### config.mk
export PLATFORM = sky130hd
export DESIGN_NAME = pipe_stage_reg
export DESIGN_NICKNAME = d
export VERILOG_FILES = /design/src/rtl/pipe_pkg.sv /design/src/rtl/pipe_data_reg.sv /design/src/rtl/pipe_stage_reg.sv
export SDC_FILE = /design/constraint.sdc
export NUM_CORES = 1
export LEC_CHECK = 0
export ABC_AREA = 1
export ABC_CLOCK_PERIOD_IN_PS = 1700
export CAP_MARGIN = 5
export CORE_ASPECT_RATIO = 0.9
export CORE_UTILIZATION = 51
export DETAILED_ROUTE_END_ITERATION = 16
export GPL_TIMING_DRIVEN = 0
export PLACE_DENSITY_LB_ADDON = 0.2
export RECOVER_POWER = 25
export SYNTH_ARGS = -nofsm -noshare
export SYNTH_HDL_FRONTEND = slang
export SYNTH_SLANG_ARGS = --single-unit
### constraint.sdc
create_clock -name clk -period 1.7 [get_ports clk]
set_clock_uncertainty 0.2 [all_clocks]
set_input_delay 0.51 -clock clk [delete_from_list [all_inputs] [get_ports clk]]
set_output_delay 0.51 -clock clk [all_outputs]
set_load 0.05 [all_outputs]
### src/rtl/pipe_pkg.sv
`default_nettype none
// ============================================================================
// Module      : pipe_pkg
// Description : Shared types and constants for the pipeline stage register.
// Revision    : 1.0 - initial release
// ============================================================================
package pipe_pkg;

  localparam int OCC_W = 2;

  // Stage fill state; encoding doubles as the occupancy count.
  typedef enum logic [1:0] {
    EMPTY = 2'd0,
    HALF  = 2'd1,
    FULL  = 2'd2
  } state_t;

  // Number of entries held in a given state.
  function automatic logic [OCC_W-1:0] occ_of(input state_t s);
    case (s)
      HALF:    return 2'd1;
      FULL:    return 2'd2;
      default: return 2'd0;
    endcase
  endfunction

endpackage
`default_nettype wire

### src/rtl/pipe_data_reg.sv
`default_nettype none
// ============================================================================
// Module      : pipe_data_reg
// Description : WIDTH-bit payload register with write enable and
//               asynchronous active-low reset to RESET_VALUE.
// Revision    : 1.0 - initial release
// ============================================================================
module pipe_data_reg #(
  parameter int               WIDTH       = 32,
  parameter logic [WIDTH-1:0] RESET_VALUE = '0
) (
  input  logic             clk,
  input  logic             rst,
  input  logic             i_we,
  input  logic [WIDTH-1:0] i_d,
  output logic [WIDTH-1:0] o_q
);

  logic [WIDTH-1:0] r_q;

  // Capture the payload when enabled; reset forces the known value.
  always_ff @(posedge clk or negedge rst) begin
    if (!rst) begin
      r_q <= RESET_VALUE;
    end else if (i_we) begin
      r_q <= i_d;
    end
  end

  assign o_q = r_q;

endmodule
`default_nettype wire

### src/rtl/pipe_stage_reg.sv
`default_nettype none
// ============================================================================
// Module      : pipe_stage_reg
// Description : Valid/ready pipeline stage register with synchronous flush
//               and optional two-entry skid buffer (registered in_ready).
// Revision    : 1.0 - initial release
// ============================================================================
module pipe_stage_reg
  import pipe_pkg::*;
#(
  parameter int               WIDTH       = 32,
  parameter logic [WIDTH-1:0] RESET_VALUE = '0,
  parameter bit               SKID        = 1'b1
) (
  input  logic             clk,
  input  logic             rst,
  input  logic             flush,
  input  logic             in_valid,
  output logic             in_ready,
  input  logic [WIDTH-1:0] in_data,
  output logic             out_valid,
  input  logic             out_ready,
  output logic [WIDTH-1:0] out_data,
  output logic [OCC_W-1:0] occupancy
);

  state_t           r_state;
  state_t           w_state_nxt;
  logic             r_out_valid;
  logic [OCC_W-1:0] r_occ;

  logic             w_accept;
  logic             w_issue;
  logic             w_main_we;
  logic             w_main_from_skid;
  logic [WIDTH-1:0] w_main_d;
  logic [WIDTH-1:0] w_main_q;
  logic [WIDTH-1:0] w_skid_q;

  assign w_accept = in_valid && in_ready;
  assign w_issue  = r_out_valid && out_ready;

  // Next-state and main-register write decode; flush wins over everything
  // and leaves the data registers untouched.
  always_comb begin
    w_state_nxt      = r_state;
    w_main_we        = 1'b0;
    w_main_from_skid = 1'b0;
    case (r_state)
      EMPTY: begin
        if (w_accept) begin
          w_state_nxt = HALF;
          w_main_we   = 1'b1;
        end
      end
      HALF: begin
        if (w_accept && w_issue) begin
          w_main_we = 1'b1;
        end else if (w_accept) begin
          // Only reachable with the skid buffer: downstream stalled, park
          // the new payload behind the one in main.
          w_state_nxt = FULL;
        end else if (w_issue) begin
          w_state_nxt = EMPTY;
        end
      end
      FULL: begin
        if (w_issue) begin
          w_state_nxt      = HALF;
          w_main_we        = 1'b1;
          w_main_from_skid = 1'b1;
        end
      end
      default: begin
        w_state_nxt = EMPTY;
      end
    endcase
    if (flush) begin
      w_state_nxt      = EMPTY;
      w_main_we        = 1'b0;
      w_main_from_skid = 1'b0;
    end
  end

  // Control state with registered valid and occupancy outputs.
  always_ff @(posedge clk or negedge rst) begin
    if (!rst) begin
      r_state     <= EMPTY;
      r_out_valid <= 1'b0;
      r_occ       <= '0;
    end else begin
      r_state     <= w_state_nxt;
      r_out_valid <= (w_state_nxt != EMPTY);
      r_occ       <= occ_of(w_state_nxt);
    end
  end

  assign w_main_d = w_main_from_skid ? w_skid_q : in_data;

  pipe_data_reg #(
    .WIDTH       (WIDTH),
    .RESET_VALUE (RESET_VALUE)
  ) u_main_reg (
    .clk  (clk),
    .rst  (rst),
    .i_we (w_main_we),
    .i_d  (w_main_d),
    .o_q  (w_main_q)
  );

  if (SKID) begin : g_skid
    logic w_skid_we;

    // The skid entry is written only on the HALF -> FULL transition.
    assign w_skid_we = (r_state == HALF) && (w_state_nxt == FULL);

    pipe_data_reg #(
      .WIDTH       (WIDTH),
      .RESET_VALUE (RESET_VALUE)
    ) u_skid_reg (
      .clk  (clk),
      .rst  (rst),
      .i_we (w_skid_we),
      .i_d  (in_data),
      .o_q  (w_skid_q)
    );

    // Ready depends only on registered state: no combinational path from
    // out_ready back upstream.
    assign in_ready = (r_state != FULL);
  end else begin : g_noskid
    assign w_skid_q = RESET_VALUE;
    assign in_ready = !r_out_valid || out_ready;
  end

  assign out_valid = r_out_valid;
  assign out_data  = w_main_q;
  assign occupancy = r_occ;

endmodule
`default_nettype wire

==> run metrics <==
Final setup viols=6; Syn. warnings=0; P_int=3970 µW; clk root buf=clkbuf_8; sw power=2500 µW; clock latency on the worst-skew pair=360 ps; slew margin rel.=between 30% and 40%; FF/Latch Area=0.00173 mm²; Routed Antenna Nets=0; register area share after synthesis=50.5%; Reg2Reg Launch Point=r_state[1]$_DFF_PN0_; Synth Instances=roughly 440; Buffers on Ports=slightly above 70; Vias=between 3,000 and 4,000; most frequent cell after synthesis=nand2_1; multi-input logic area=around 0.0015 mm²; synth top area cells=dfrtp_1 50%, nand2_1 18%, nand3_1 14%, inv_1 7.4%, buf_6 3.3%; Post-CTS Hold Buffers=0; total CTS buffers=9; Final min period=1790 ps; Final Hold Fails=0; HPWL after DPL=around 5300 µm; Syn-to-layout area delta=50.6%; CTS Sinks=69; Clk pin slew, worst setup/hold paths=about 80 ps; mapped cell area=0.00342 mm²; crit-path cells=nand2_4 > buf_8; syn avg cell area=7.74 µm²; total power divided by cell area=approximately 1300 mW/mm²; ANT cells=0; CTS tree=built; Pre-antenna DRT Iters=6; Synthesized Nets=about 480; Hold/Removal Path Class=input pin to async pin; Setup crit end=in_ready; synthesis-stage register bit count=69; proportion of power drawn by flip-flops and latches=38.0%; mux contribution to synthesized area=0%; Yosys top cell by area=dfrtp_1; Setup TNS Final=-171 ps; Least-Margin Pin Slew=957 ps; Worst Path Arrival=approximately 1100 ps; number of fill cells=roughly 370; crit path max fanout=5; xor/xnor share of the synthesized area=0%; combinational family with the most area after synthesis=simple AND/OR/NAND/NOR gates; clock power share=a little over a quarter; r2r worst-path depth=8; asr flop ratio synth=100%; cell row count=27; Stages on worst setup path=2; failing checks=setup timing; Slew Viols, Final=0; Post-synth EDFFs=0; Net Sw Frac=38.7%; placed insts=601; maxcap violations=0; gr ovfl total=0; first-pass GRT wire length=15,200 µm; final wirelength=around 11,000 µm; Buf+Inv Stages, Crit Path=1; most common library cells after synthesis=164 x nand2_1, 97 x nand3_1, 69 x dfrtp_1; fin util=between 80% and 90%; Startpoint Class=flip-flop; ys flop type=dfrtp_1; Max clock buf depth=2; Leak Pwr=about 0.0027 µW; CP max-delay cell=dfrtp_2; share of layout cells above drive strength 1=roughly 32%; unrepaired setup endpoints after global routing=true; adder-cell share of the synthesized area=0%; combinational power share=35.4%; Peak VDD IR=0.772 mV; Worst setup EP type=output pin; H-tree Lvls=3; delay-heaviest family, CP=flip-flops; die area=0.00704 mm²; fin crit share=105%; DR vias/cell=5.37; R2R Setup Slk=-30 ps; GP Congestion=just over 0.8; I/O Pins=73; post-synth cell types=20; required time of the worst setup path=990 ps; Layout Cells excl Fill=653; PnR worst setup slack=-92.2 ps; CP Launch Point=r_state[1]$_DFF_PN0_; status=finished with violations; WS Path Type=flip-flop to output pin; Post-Synth Simple-Gate Area=a little over a third; Core ar.=0.00628 mm²; fin nets=598; routed wire length per instance=16.6 µm; largest net degree at the start of global routing=70; Synth Area in Compound Gates=0.476%; Residual DRC=0; Initial DRC Count=~300; FF-to-FF End=u_main_reg.o_q[29]$_DFFE_PN0P_; CP peak stage delay=490 ps; vias in the first global route=3,235; initial antenna violation count=0; Yosys top cell area share=50.5%; DIE WIDTH=88.3 µm; Initial Utilization=between 50 and 60%; Total GRT Usage=29.0%; die height=79.7 µm; fmax=558 MHz
flip-flops by register name, indices dropped and copies added, names as in the netlist:
signal and flops:
u_main_reg.o_q 32, occupancy 2, g_skid.u_skid_reg.o_q 32, r_state 2, out_valid 1
routing by layer:
metal  share of wire (%)  track usage (%)  up-vias
li1                    -                -     1585
met1                  39             36.3     1679
met2                  50             48.2      214
met3                 8.2             6.41       27
met4                 2.3             12.1        0
met5                   0                0        -
power groups by stage:
| stage | Clock [µW] | Combinational [µW] | Sequential, µW |
|---|---|---|---|
| global placement | 0 | 2040 | 2410 |
| floorplan | 0 | 714 | 3080 |
| finish | 1720 | 2290 | 2460 |
| CTS | 1720 | 2060 | 2400 |
| global route | 1790 | 2440 | 2520 |
| detailed placement | 0 | 2090 | 2430 |
cells in the final DEF (no fill, tap or decap), types with 2 or more instances in the layout:
cell               n
nand2_1          145
inv_1             66
dfrtp_1           66
nand3_1           62
buf_6             37
nand3_2           32
clkdlybuf4s50_1   32
buf_4             21
clkbuf_4          18
nand2_2           14
buf_2             12
clkbuf_8          11
nand2_4            6
nor2_1             5
nand3_4            5
nor2_4             4
clkbuf_2           3
bufinv_16          3
dfrtp_2            3
inv_4              2
clkinv_4           2
nor3_1             2
clkbuf_1           2
buf_8              2
dlygate4sd2_1      2
buf_12             2
final cells by class:
cell class | count | area share (%)
repair buffers | 112 | 20.2
plain buffers | 21 | 3.89
flip-flops and latches | 69 | 33.6
inverters | 71 | 5.52
multi-input cells | 277 | 29.7
well taps | 87 | 2.11
clock buffers | 11 | 2.94
clock inverters | 5 | 2.07
kinds of logic after synthesis:
kind of cell,count (synthesis)
compound gates,1
buf+inv,96
flops,69
simple gates,276
through the flow:
stage | area, µm² | hold slack (ps) | power (µW) | setup slack (ps)
5_1_grt | 5150 | 191 | 6750 | -122
2_1_floorplan | 3420 | 14.4 | 3790 | 59.8
3_3_place_gp | 4250 | 261 | 4450 | -2590
4_1_cts | 4720 | 102 | 6180 | -107
3_5_place_dp | 4250 | 265 | 4520 | -673
6_report | 5150 | 120 | 6470 | -92.2
worst reg2reg max path, cell delays in order, from the launching register on:
cell and delay [ps]:
dfrtp_2 480, nand2_4 80, buf_4 150, nor2_4 140, buf_4 130, buf_2 170
nand3_1 130, nand3_2 100, nand2_1 50
worst min path at each step:
stage	cells after the start	slack, ps	end	from
after floorplan	0	10	g_skid.u_skid_reg.o_q[0]$_DFFE_PN0P_	rst
after global placement	2	260	g_skid.u_skid_reg.o_q[13]$_DFFE_PN0P_	g_skid.u_skid_reg.o_q[13]$_DFFE_PN0P_
after detailed placement	2	270	g_skid.u_skid_reg.o_q[22]$_DFFE_PN0P_	g_skid.u_skid_reg.o_q[22]$_DFFE_PN0P_
after CTS	1	100	g_skid.u_skid_reg.o_q[4]$_DFFE_PN0P_	rst
after global routing	1	190	u_main_reg.o_q[4]$_DFFE_PN0P_	rst
final	1	120	u_main_reg.o_q[4]$_DFFE_PN0P_	rst
what timing repair did:
action                                 CTS  global route
resized for setup                      234           116
cloned                                  10             6
pin swaps                                4            31
setup endpoints to repair               98            86
buffers inserted                        15            10
endpoints found under the hold margin    0             0
No activity file was read; power rests on OpenSTA's default activity.
